<file path="src/rtl/arb_pkg.sv">
`default_nettype none
// ============================================================================
//  Module      : arb_pkg
//  Description : Shared defaults, state encoding and helper functions for
//                the N-channel round-robin arbiter. Helpers work on a fixed
//                ARB_MAX_N-wide vector; callers cast to their own width.
//  Revision    : 1.0  initial release
// ============================================================================
package arb_pkg;

    localparam int ARB_N_DEFAULT        = 4;
    localparam int ARB_MAX_HOLD_DEFAULT = 16;

    // Upper bound on channel count supported by the helper functions.
    localparam int ARB_MAX_N   = 32;
    localparam int ARB_IDX_W   = 5;

    typedef enum logic [0:0] {
        ST_IDLE  = 1'b0,
        ST_OWNED = 1'b1
    } arb_state_t;

    // Binary index of the set bit in a one-hot (or zero) vector.
    function automatic logic [ARB_IDX_W-1:0] onehot_to_idx(input logic [ARB_MAX_N-1:0] oh);
        logic [ARB_IDX_W-1:0] idx;
        idx = '0;
        for (int i = 0; i < ARB_MAX_N; i++) begin
            if (oh[i]) begin
                idx = idx | ARB_IDX_W'(i);
            end
        end
        return idx;
    endfunction

    // Mask with every bit at or above the pointer set: the channels that
    // come before the wrap point in the rotating search order.
    function automatic logic [ARB_MAX_N-1:0] prio_mask(input logic [ARB_IDX_W-1:0] ptr);
        return {ARB_MAX_N{1'b1}} << ptr;
    endfunction

endpackage : arb_pkg
`default_nettype wire

</file>
<file path="src/rtl/round_robin_arbiter_n_if.sv">
`default_nettype none
// ============================================================================
//  Module      : round_robin_arbiter_n_if
//  Description : Request/grant bundle between requesters (master) and the
//                round-robin arbiter (slave).
//  Revision    : 1.0  initial release
// ============================================================================
interface round_robin_arbiter_n_if #(
    parameter int N     = 4,
    parameter int IDX_W = $clog2(N)
);
    logic [N-1:0]     req;
    logic [N-1:0]     grant;
    logic             grant_valid;
    logic [IDX_W-1:0] grant_idx;
    logic             hold_expired;

    modport master (
        output req,
        input  grant,
        input  grant_valid,
        input  grant_idx,
        input  hold_expired
    );

    modport slave (
        input  req,
        output grant,
        output grant_valid,
        output grant_idx,
        output hold_expired
    );
endinterface : round_robin_arbiter_n_if
`default_nettype wire

</file>
<file path="src/rtl/rr_pick_n.sv">
`default_nettype none
// ============================================================================
//  Module      : rr_pick_n
//  Description : Combinational rotating-priority picker. Returns the first
//                set request in the order ptr, ptr+1, ..., N-1, 0, ..., ptr-1
//                as a one-hot vector (zero when no request is set).
//  Revision    : 1.0  initial release
// ============================================================================
module rr_pick_n
    import arb_pkg::*;
#(
    parameter int N     = 4,
    parameter int IDX_W = $clog2(N)
) (
    input  wire logic [N-1:0]     i_req,
    input  wire logic [IDX_W-1:0] i_ptr,
    output logic      [N-1:0]     o_win
);

    logic [N-1:0]   w_mask;
    logic [2*N-1:0] w_dbl;
    logic [2*N-1:0] w_dbl_win;

    // Lower half holds requests at or above ptr, upper half holds all
    // requests (the wrapped tail). The lowest set bit of the doubled vector
    // is therefore the first requester in rotating order; folding both
    // halves together gives the winner.
    always_comb begin
        w_mask    = N'(prio_mask(ARB_IDX_W'(i_ptr)));
        w_dbl     = {i_req, i_req & w_mask};
        w_dbl_win = w_dbl & ~(w_dbl - (2*N)'(1));
        o_win     = w_dbl_win[N-1:0] | w_dbl_win[2*N-1:N];
    end

endmodule : rr_pick_n
`default_nettype wire

</file>
<file path="src/rtl/round_robin_arbiter_n.sv">
`default_nettype none
// ============================================================================
//  Module      : round_robin_arbiter_n
//  Description : N-channel round-robin arbiter with registered one-hot grant,
//                grant lock while the owner keeps requesting, and forced
//                rotation after MAX_HOLD cycles when others are waiting.
//                N must not exceed arb_pkg::ARB_MAX_N.
//  Revision    : 1.0  initial release
// ============================================================================
module round_robin_arbiter_n
    import arb_pkg::*;
#(
    parameter int N        = ARB_N_DEFAULT,
    parameter int IDX_W    = $clog2(N),
    parameter int MAX_HOLD = ARB_MAX_HOLD_DEFAULT,
    parameter int CNT_W    = (MAX_HOLD > 0) ? $clog2(MAX_HOLD + 1) : 1
) (
    input  wire logic              clk,
    input  wire logic              rst_n,
    round_robin_arbiter_n_if.slave bus
);

    arb_state_t       r_state;
    logic [N-1:0]     r_grant;
    logic             r_valid;
    logic [IDX_W-1:0] r_idx;
    logic [IDX_W-1:0] r_ptr;
    logic [CNT_W-1:0] r_cnt;
    logic             r_expired;

    arb_state_t       w_state_nxt;
    logic [N-1:0]     w_grant_nxt;
    logic [IDX_W-1:0] w_idx_nxt;
    logic [IDX_W-1:0] w_ptr_nxt;
    logic [CNT_W-1:0] w_cnt_nxt;
    logic             w_expired_nxt;

    logic [N-1:0]     w_arb_req;
    logic [N-1:0]     w_win;
    logic             w_win_any;
    logic [IDX_W-1:0] w_win_idx;
    logic [IDX_W-1:0] w_win_ptr;
    logic             w_owner_req;
    logic             w_at_cap;

    // The current owner is excluded from the arbitration that decides its
    // successor, so a release or a forced rotation never re-picks it.
    always_comb begin
        w_arb_req   = (r_state == ST_OWNED) ? (bus.req & ~r_grant) : bus.req;
        w_owner_req = |(bus.req & r_grant);
        w_at_cap    = (MAX_HOLD != 0) && (r_cnt == CNT_W'(MAX_HOLD));
    end

    rr_pick_n #(
        .N     (N),
        .IDX_W (IDX_W)
    ) u_pick (
        .i_req (w_arb_req),
        .i_ptr (r_ptr),
        .o_win (w_win)
    );

    // Winner index and the pointer value that makes the winner lowest
    // priority on the next arbitration.
    always_comb begin
        w_win_any = |w_win;
        w_win_idx = IDX_W'(onehot_to_idx(ARB_MAX_N'(w_win)));
        w_win_ptr = (w_win_idx == IDX_W'(N - 1)) ? '0 : (w_win_idx + IDX_W'(1));
    end

    // Next-state and next-output decision for the IDLE/OWNED machine.
    always_comb begin
        w_state_nxt   = r_state;
        w_grant_nxt   = r_grant;
        w_idx_nxt     = r_idx;
        w_ptr_nxt     = r_ptr;
        w_cnt_nxt     = r_cnt;
        w_expired_nxt = 1'b0;

        case (r_state)
            ST_IDLE: begin
                if (w_win_any) begin
                    w_state_nxt = ST_OWNED;
                    w_grant_nxt = w_win;
                    w_idx_nxt   = w_win_idx;
                    w_ptr_nxt   = w_win_ptr;
                    w_cnt_nxt   = CNT_W'(1);
                end
            end
            ST_OWNED: begin
                if (w_owner_req && !w_at_cap) begin
                    // Owner keeps the resource; with unlimited hold the
                    // counter carries no meaning and is left alone.
                    if (MAX_HOLD != 0) begin
                        w_cnt_nxt = r_cnt + CNT_W'(1);
                    end
                end else if (w_owner_req) begin
                    if (w_win_any) begin
                        w_grant_nxt   = w_win;
                        w_idx_nxt     = w_win_idx;
                        w_ptr_nxt     = w_win_ptr;
                        w_cnt_nxt     = CNT_W'(1);
                        w_expired_nxt = 1'b1;
                    end else begin
                        // Nobody is waiting: restart the hold window.
                        w_cnt_nxt = CNT_W'(1);
                    end
                end else begin
                    if (w_win_any) begin
                        w_grant_nxt = w_win;
                        w_idx_nxt   = w_win_idx;
                        w_ptr_nxt   = w_win_ptr;
                        w_cnt_nxt   = CNT_W'(1);
                    end else begin
                        w_state_nxt = ST_IDLE;
                        w_grant_nxt = '0;
                        w_idx_nxt   = '0;
                        w_cnt_nxt   = '0;
                    end
                end
            end
            default: begin
                w_state_nxt = ST_IDLE;
                w_grant_nxt = '0;
                w_idx_nxt   = '0;
                w_cnt_nxt   = '0;
            end
        endcase
    end

    // State, pointer, counter and output registers; reset drops the grant
    // immediately, without waiting for a clock edge.
    always_ff @(posedge clk or negedge rst_n) begin
        if (!rst_n) begin
            r_state   <= ST_IDLE;
            r_grant   <= '0;
            r_valid   <= 1'b0;
            r_idx     <= '0;
            r_ptr     <= '0;
            r_cnt     <= '0;
            r_expired <= 1'b0;
        end else begin
            r_state   <= w_state_nxt;
            r_grant   <= w_grant_nxt;
            r_valid   <= |w_grant_nxt;
            r_idx     <= w_idx_nxt;
            r_ptr     <= w_ptr_nxt;
            r_cnt     <= w_cnt_nxt;
            r_expired <= w_expired_nxt;
        end
    end

    assign bus.grant        = r_grant;
    assign bus.grant_valid  = r_valid;
    assign bus.grant_idx    = r_idx;
    assign bus.hold_expired = r_expired;

endmodule : round_robin_arbiter_n
`default_nettype wire
</file>
<file path="src/flat_wrapper.sv">
// flat-port wrapper written by rule: the top's interface ports become plain ports
module round_robin_arbiter_n_flat import arb_pkg::*;
#(
    parameter int N        = ARB_N_DEFAULT,
    parameter int IDX_W    = $clog2(N),
    parameter int MAX_HOLD = ARB_MAX_HOLD_DEFAULT,
    parameter int CNT_W    = (MAX_HOLD > 0) ? $clog2(MAX_HOLD + 1) : 1
)
  (clk, rst_n, bus_req, bus_grant, bus_grant_valid, bus_grant_idx, bus_hold_expired);
  round_robin_arbiter_n_if #(.N(N), .IDX_W(IDX_W)) bus_i ();
  input  wire logic clk;
  input  wire logic rst_n;
  input wire logic [$bits(bus_i.req)-1:0] bus_req;
  output wire logic [$bits(bus_i.grant)-1:0] bus_grant;
  output wire logic [$bits(bus_i.grant_valid)-1:0] bus_grant_valid;
  output wire logic [$bits(bus_i.grant_idx)-1:0] bus_grant_idx;
  output wire logic [$bits(bus_i.hold_expired)-1:0] bus_hold_expired;
  assign bus_i.req = bus_req;
  assign bus_grant = bus_i.grant;
  assign bus_grant_valid = bus_i.grant_valid;
  assign bus_grant_idx = bus_i.grant_idx;
  assign bus_hold_expired = bus_i.hold_expired;
  round_robin_arbiter_n #(.N(N), .IDX_W(IDX_W), .MAX_HOLD(MAX_HOLD), .CNT_W(CNT_W)) u_core (.clk(clk), .rst_n(rst_n), .bus(bus_i));
endmodule
</file>
<file path="config.mk">
export PLATFORM = sky130hd
export DESIGN_NAME = round_robin_arbiter_n_flat
export DESIGN_NICKNAME = d
export VERILOG_FILES = /design/src/rtl/arb_pkg.sv /design/src/rtl/round_robin_arbiter_n_if.sv /design/src/rtl/rr_pick_n.sv /design/src/rtl/round_robin_arbiter_n.sv /design/src/flat_wrapper.sv
export SDC_FILE = /design/constraint.sdc
export NUM_CORES = 1
export LEC_CHECK = 0
export ABC_AREA = 1
export BUFFER_PORTS_ARGS = -buffer_cell sky130_fd_sc_hd__buf_2
export CAP_MARGIN = 10
export CORE_MARGIN = 2
export CORE_UTILIZATION = 38
export CTS_CLUSTER_DIAMETER = 60
export DETAILED_ROUTE_END_ITERATION = 6
export GPL_ROUTABILITY_DRIVEN = 0
export SLEW_MARGIN = 10
export SYNTH_ARGS = -nofsm -noshare
export SYNTH_HDL_FRONTEND = slang
export SYNTH_HIERARCHICAL = 1
export SYNTH_SLANG_ARGS = --single-unit
</file>
<file path="constraint.sdc">
create_clock -name clk -period 1.85 [get_ports clk]
set_input_delay 0.37 -clock clk [delete_from_list [all_inputs] [get_ports clk]]
set_output_delay 0.37 -clock clk [all_outputs]
set_load 0.005 [all_outputs]
</file>
==> implementation parameters, run 1 <==
Parameter                              Value

Status
  Result of the run    complete, but fails checks
  Failing checks    negative setup slack

Yosys
  Post-synthesis area per instance    7.68 sq um
  Post-Syn Area    0.00101 sq mm
  Post-synthesis sequential area ratio    0.398
  Top cells by area, synth    sky130_fd_sc_hd__dfrtp_1 40%, sky130_fd_sc_hd__nand2_1 13%, sky130_fd_sc_hd__inv_1 9.7%, sky130_fd_sc_hd__nand2_2 5.0%, sky130_fd_sc_hd__nand3_1 4.5%
  Synth top area share    0.398
  Most area-hungry cell type in the Yosys netlist    sky130_fd_sc_hd__dfrtp_1
  Number of nets produced by synthesis    139
  Post-synth EDFFs    0
  Synth async-reset ratio    1.00
  Number of library cell types mapped by synthesis    24
  Yosys reg bits    16
  Number of warning messages in the yosys log    6
  Dominant synthesized flop cell    sky130_fd_sc_hd__dfrtp_1
  Number of cells produced by synthesis    131

Setup path
  Nature of the critical path startpoint    register
  CP Capture Type    register
  CP Max Fanout    7
  Endpoint arrival time on the critical path    2100 ps
  WP data required    2090 ps
  Critical path type    register to register

Floorplan
  Horizontal die dimension    55.5 um
  Floorplan die area    0.00307 sq mm
  Starting utilization of the core area    0.402
  Placement Rows    18
  IO Pins    14
  Vertical die dimension    55.5 um
  Placeable Area    0.00250 sq mm

Routing
  Detailed route wirelength on metal3    139 um
  Number of DRC violations after detailed routing    0
  Uppermost signal routing layer after detailed routing    met4
  Met2 Wirelength    1.08 mm
  Mean number of vias per cell    4.86
  Met1 routed wirelength after detailed routing    1.14 mm
  Number of detailed-routing iterations run before antenna repair    4
  Overall via count from detail_route    948
  Total detailed-routing wirelength    2.40 mm
  Wire length per cell after detailed routing    12.3 um
  DRT iter0 DRCs    36
  Antenna Violating Nets Remaining    0

GRT
  Global router's overall resource usage    0.169
  Wire length of the first global-routing pass    4.08 mm
  Pin count of the biggest net entering global routing    17
  Number of global-route vias before repair    901
  Remaining global-route overflow    0
  Number of antenna violations at the first check in global routing    0

Timing
  Worst clock skew    2.09 ps
  Smallest setup slack after layout    -11.4 ps
  Transition time of the tightest slew-check pin    369 ps
  Setup repair after global routing missed its margin    yes
  FMAX    0.537 GHz
  Final clock period utilization by the worst path    1.01
  Final Setup Violations    1
  Final hold violation count    0
  Worst slew margin    0.754
  Count of final max-slew check failures    0
  Min Clock Period, post-route    1860 ps

Cells and area
  Fin area    0.00135 sq mm
  Share of cells above drive strength 1    0.388
  Area Growth Syn to Fin    34.0%
  Number of fill cells    225
  Post-route core utilization    0.539
  ANT cells    0
  Area of the multi-input gates    564 sq um
  Seq. cell area    402 sq um
  NumNets Final    174

Placement
  Area after detailed placement    0.00119 sq mm
  Post-DP HPWL    1.72 mm
  Count of input and output buffers    13
  Worst slack at placement    -117 ps

Clock network
  Htree depth    1
  Clock tree from TritonCTS    done
  Clock sink count    16
  Post-CTS clock slew at the launch and capture registers of the worst setup and hold paths    100 ps
  Clock latency reported for the late side of the worst-skew pair    290 ps
  Total clock buffers created by CTS    3
  Maximum count of clock buffers along a single path    2
  Cell at the root of the clock tree    sky130_fd_sc_hd__clkbuf_4

Job
  Maxcap violations    0

Power
  Power density normalized to cell area    1600 mW/mm^2
  Peak supply drop    0.00107 V
  Leakage    0.749 nW

Worst hold path
  Class of the tightest hold or removal check    register to register
worst paths after layout:
| kind | startpoint | to | slack, ps | depth (start not counted) |
|---|---|---|---|---|
| worst min-delay path | u_core/bus.grant_idx[1] | u_core/bus.grant_idx[1] | 490 | 2 |
| worst max register to register | u_core/r_state | u_core/bus.grant_valid | -10 | 11 |
| max in group asynchronous | rst_n | u_core/r_state | 1060 | 2 |
| worst max-delay path | u_core/r_state | u_core/bus.grant_valid | -10 | 11 |
| worst min register to register | u_core/bus.grant_idx[1] | u_core/bus.grant_idx[1] | 490 | 2 |
| min in group asynchronous | rst_n | u_core/r_cnt[3] | 510 | 2 |
timing repair:
action | 4_1_cts | 5_1_grt
setup endpoints to repair | 14 | 14
endpoints found under the hold margin | 16 | 0
resized for setup | 12 | 12
hold buffers | 1 | 0
cloned | 0 | 0
pin swaps | 12 | 12
setup buffers | 4 | 3
layer usage:
metal  vias to the layer above  track usage
li1                        476            -
met1                       431        0.223
met2                        37        0.272
met3                         4       0.0304
met4                         0       0.0732
met5                         -            0
power by group:
| group | internal [W] | switching, W | total [W] |
|---|---|---|---|
| Combinational | 0.000565 | 0.000742 | 0.00131 |
| Clock | 0.000120 | 0.000122 | 0.000242 |
| Sequential | 0.000479 | 0.000133 | 0.000612 |
cell usage after synthesis, drive strengths merged (2+ instances only):
| cell type | count |
|---|---|
| nand3b | 2 |
| ha | 2 |
| nand3 | 10 |
| a21boi | 4 |
| xor2 | 2 |
| o22ai | 2 |
| o21ai | 8 |
| dfrtp | 16 |
| nand2 | 43 |
| nor2 | 5 |
| nand4 | 2 |
| inv | 28 |
state kept, by name (all words and copies together), names as in the netlist:
register                 flops
u_core/bus.grant             4
u_core/bus.grant_idx         2
u_core/bus.grant_valid       1
u_core/r_ptr                 2
u_core/r_cnt                 5
u_core/r_state               1
u_core/bus.hold_expired      1
cells in the final DEF, fill, tap and decap left out, drive strengths merged, types with 2 or more instances in the layout:
cell / count
clkbuf: 4
nand3b: 2
o22ai: 2
nor2: 5
ha: 2
buf: 30
a21boi: 4
nand3: 10
dfrtp: 16
xor2: 2
o21ai: 8
nand2: 43
nand4: 2
inv: 28
cell type report:
class                           count  area share
Timing Repair Buffer               31       0.150
Sequential cell                    16       0.298
Multi-Input combinational cell     86       0.419
Inverter                           28      0.0780
Tap cell                           30      0.0279
Clock buffer                        4      0.0269
cell families (layout without fill, tap and decap cells):
| logic type | after synthesis | in the layout | share of synthesized area |
|---|---|---|---|
| simple gates | 64 | 64 | 0.326 |
| xor+xnor | 3 | 3 | 0.0261 |
| buf+inv | 29 | 63 | 0.116 |
| flops | 16 | 16 | 0.398 |
| compound gates | 17 | 17 | 0.109 |
| fa+ha+maj | 2 | 2 | 0.0249 |
stage by stage:
stage	power (W)	std cells	setup TNS, ps	hold WS [ps]
CTS	0.00204	194	-33.8	496
finish	0.00216	195	-11.4	493
detailed placement	0.00169	185	-614	309
global placement	0.00168	185	-351	304
floorplan	0.00134	131	0	74.4
global route	0.00235	195	-414	521
critical path, cell delays in order, from the launching register on:
cell                       delay, ps
sky130_fd_sc_hd__dfrtp_2         520
sky130_fd_sc_hd__a21boi_4        220
sky130_fd_sc_hd__nand2_2         110
sky130_fd_sc_hd__nand3_1         110
sky130_fd_sc_hd__nand2_2          80
sky130_fd_sc_hd__nor3_4          300
sky130_fd_sc_hd__nand2_2         150
sky130_fd_sc_hd__nand3b_1        110
sky130_fd_sc_hd__nand2_1          70
sky130_fd_sc_hd__nand2_1          70
sky130_fd_sc_hd__inv_1            30
sky130_fd_sc_hd__nand2_1          40
(Power assumes the default switching activity.)
==> run 2, diff against run 1 <==
GPL_TIMING_DRIVEN = 0   (was unset)
==> run 2 against run 1 <==
Against the previous run: the run still ends with negative setup slack left; register-to-register slack about the same; sequential power shrank 2%; routed wire length grew 5.3%; design area increased by 1.7%; final cell count shrank 1.5%; flip-flop and latch count did not move; total power increased by 5.8%; global-route usage decreased by 1.2 points; clock skew up 7.9 ps; critical endpoint unchanged.
==> implementation parameters, run 2 (synthesized netlist as in run 1, its figures left out) <==
Parameter                              Value

Setup path
  Largest stage delay, worst path    490 ps (-30 ps)
  CP Capture Type    register
  Worst-path cell with the longest stage delay    sky130_fd_sc_hd__dfrtp_2
  Nature of the critical path startpoint    register
  WP data required    2090 ps (about the same)
  Cell breakdown of the critical path    a21boi_2 -> nand2_2 -> buf_6 -> nand3_2 -> nand2_2 -> nor3_4 -> nand2_2 -> nand3_1 -> nand2_1 -> nand2_1 -> inv_1 -> nand2_1
  Critical path type    register to register
  Reg-to-reg slack, setup    -30 ps (about the same)
  Endpoint arrival time on the critical path    2110 ps (about the same)
  CP Max Fanout    6 (-1)

Clock network
  Maximum count of clock buffers along a single path    2 (unchanged)
  Clock latency reported for the late side of the worst-skew pair    290 ps (about the same)
  Clock tree from TritonCTS    done
  Total clock buffers created by CTS    3 (unchanged)
  Htree depth    1 (unchanged)
  Clock sink count    16 (unchanged)
  Cell at the root of the clock tree    sky130_fd_sc_hd__clkbuf_4
  Post-CTS clock slew at the launch and capture registers of the worst setup and hold paths    100 ps (about the same)

Cells and area
  Final cell count without fillers    192 (-1.5%)
  Commonest non-fill, non-tap cell in the layout    sky130_fd_sc_hd__nand2_1
  Fin area    0.00137 sq mm (+1.7%)
  NumNets Final    171 (-1.7%)
  Commonest cells after routing, fill and taps aside    31 x sky130_fd_sc_hd__nand2_1, 22 x sky130_fd_sc_hd__inv_1, 15 x sky130_fd_sc_hd__dfrtp_1
  Register name with the most flops    u_core/r_cnt
  Share of cells above drive strength 1    0.407 (+0.0195)
  Max FFs per register    5 (unchanged)
  Area Growth Syn to Fin    36.2%
  ANT cells    0 (unchanged)

Power
  Switching share of power    0.465 (+0.00348)
  Peak supply drop    0.000908 V (-15%)
  Power density normalized to cell area    1670 mW/mm^2 (+4.1%)
  Combinational cell fraction of total power    0.637 (+0.032)
  Portion of total power attributed to the clock network    0.102 (-0.010)
  Sequential share of power    0.262 (-0.021)
  Leakage    0.734 nW (-2.0%)
  Net load switching power    0.00106 W (+6.6%)
  Total power    0.00229 W (+5.8%)
  Cell Int Power    0.00122 W (+5.1%)

Floorplan
  Floorplan die area    0.00307 sq mm (unchanged)
  Placement Rows    18 (unchanged)
  IO Pins    14 (unchanged)
  Placeable Area    0.00250 sq mm (unchanged)
  Vertical die dimension    55.5 um (unchanged)
  Starting utilization of the core area    0.402 (unchanged)
  Horizontal die dimension    55.5 um (unchanged)

Placement
  Post-DP HPWL    1.55 mm (-9.9%)
  Count of input and output buffers    13 (unchanged)
  DP Cell Count    174 (-5.9%)
  Area after detailed placement    0.00111 sq mm (-6.6%)

Routing
  Uppermost signal routing layer after detailed routing    met4
  Wire length per cell after detailed routing    13.1 um (+6.9%)
  Mean number of vias per cell    4.93 (+1.3%)
  Overall via count from detail_route    946 (-0.21%)
  Met2 Wirelength    1.23 mm (+13%)
  DRT iter0 DRCs    16 (-56%)
  Antenna Violating Nets Remaining    0 (unchanged)
  Total detailed-routing wirelength    2.52 mm (+5.3%)
  Detailed route wirelength on metal3    143 um (+2.9%)
  Number of DRC violations after detailed routing    0 (unchanged)
  Met1 routed wirelength after detailed routing    1.13 mm (-0.88%)
  Number of detailed-routing iterations run before antenna repair    4 (unchanged)

Timing
  Worst clock skew    10.0 ps (+7.94 ps)
  Final clock period utilization by the worst path    1.01 (+0.00755)
  Transition time of the tightest slew-check pin    435 ps (+66.4 ps)
  Tightest hold margin    481 ps (-11.6 ps)
  Final hold violation count    0 (unchanged)
  Min Clock Period, post-route    1880 ps (+14.0 ps)
  Post-Route Setup TNS    -25.4 ps (-14.0 ps)
  Count of final max-slew check failures    0 (unchanged)
  Final Setup Violations    1 (unchanged)
  Worst slew margin    0.709 (-0.0453)
  FMAX    0.533 GHz (-0.74%)
  Smallest setup slack after layout    -25.4 ps (-14.0 ps)
  Setup repair after global routing missed its margin    yes

GRT
  Number of antenna violations at the first check in global routing    0 (unchanged)
  Global router's overall resource usage    0.157 (-0.0121)
  Pin count of the biggest net entering global routing    17 (unchanged)
  Remaining global-route overflow    0 (unchanged)
  Number of global-route vias before repair    877 (-2.7%)
  Wire length of the first global-routing pass    3.82 mm (-6.6%)

Status
  Result of the run    complete, but fails checks
  Failing checks    negative setup slack

Job
  Maxcap violations    0 (unchanged)

Worst hold path
  Class of the tightest hold or removal check    register to register
run 2: changes by cell type in the layout (fill, tap and decap cells not counted), moves of 2 or more:
cell / delta
sky130_fd_sc_hd__o22ai_2: +2
sky130_fd_sc_hd__buf_4: -6
sky130_fd_sc_hd__o21ai_4: +2
sky130_fd_sc_hd__inv_2: +2
sky130_fd_sc_hd__buf_6: +2
sky130_fd_sc_hd__o21ai_0: -4
sky130_fd_sc_hd__o22ai_1: -2
sky130_fd_sc_hd__inv_1: -2
sky130_fd_sc_hd__a21boi_2: +2
sky130_fd_sc_hd__a21boi_4: -2
sky130_fd_sc_hd__o21ai_1: +2
run 2: final timing paths:
| check | start | end | depth (start not counted) |
|---|---|---|---|
| max | u_core/r_state | u_core/bus.grant_valid | 12 |
| min | u_core/bus.grant_idx[0] | u_core/bus.grant_idx[0] | 2 |
| max reg2reg | u_core/r_state | u_core/bus.grant_valid | 12 |
| min reg2reg | u_core/bus.grant_idx[0] | u_core/bus.grant_idx[0] | 2 |
| max in group asynchronous | rst_n | u_core/r_state | 2 |
| min in group asynchronous | rst_n | u_core/bus.grant[1] | 2 |
run 2: worst max-delay path: cells and delay by family, from the launching register on:
| kind | cells | cell delay (ps) |
|---|---|---|
| AOI/OAI and AO/OA | 1 | 200 |
| and+or+nand+nor | 9 | 960 |
| DFF | 1 | 490 |
| buffers and inverters | 2 | 190 |
run 2: routing by layer:
metal  vias to the layer above  global-route usage
met2                        34               0.252
met5                         -                   0
met1                       436               0.204
met3                         2              0.0328
li1                        474                   -
met4                         0              0.0697
run 2: metrics by stage:
step,setup WS [ps],util
finish,-25.4,0.548
global placement,-247,0.443
floorplan,47.3,-
detailed placement,-269,0.443
global route,-151,0.548
CTS,4.46,0.507
run 2: area by class of cell:
cell class | instances | area (sq um)
well taps | 30 | 37.5
repair buffers | 27 | 189
inverters | 28 | 105
flip-flops and latches | 16 | 402
multi-input cells | 86 | 589
plain buffers | 1 | 11.3
fillers | 214 | 1130
clock buffers | 4 | 36.3
run 2: what timing repair did:
action,CTS,global route
endpoints found under the hold margin,16,0
setup buffers,10,3
endpoints found under the setup margin,15,14
resized for setup,13,23
hold buffers,1,0
pin swaps,7,15
run 2: power groups by stage:
stage | logic [W] | clock network [W] | registers (W)
after CTS | 0.00114 | 0.000245 | 0.000596
after global routing | 0.00161 | 0.000258 | 0.000622
final | 0.00146 | 0.000233 | 0.000598
after global placement | 0.000986 | 0 | 0.000584
after detailed placement | 0.000999 | 0 | 0.000589
after floorplan | 0.000769 | 0 | 0.000575
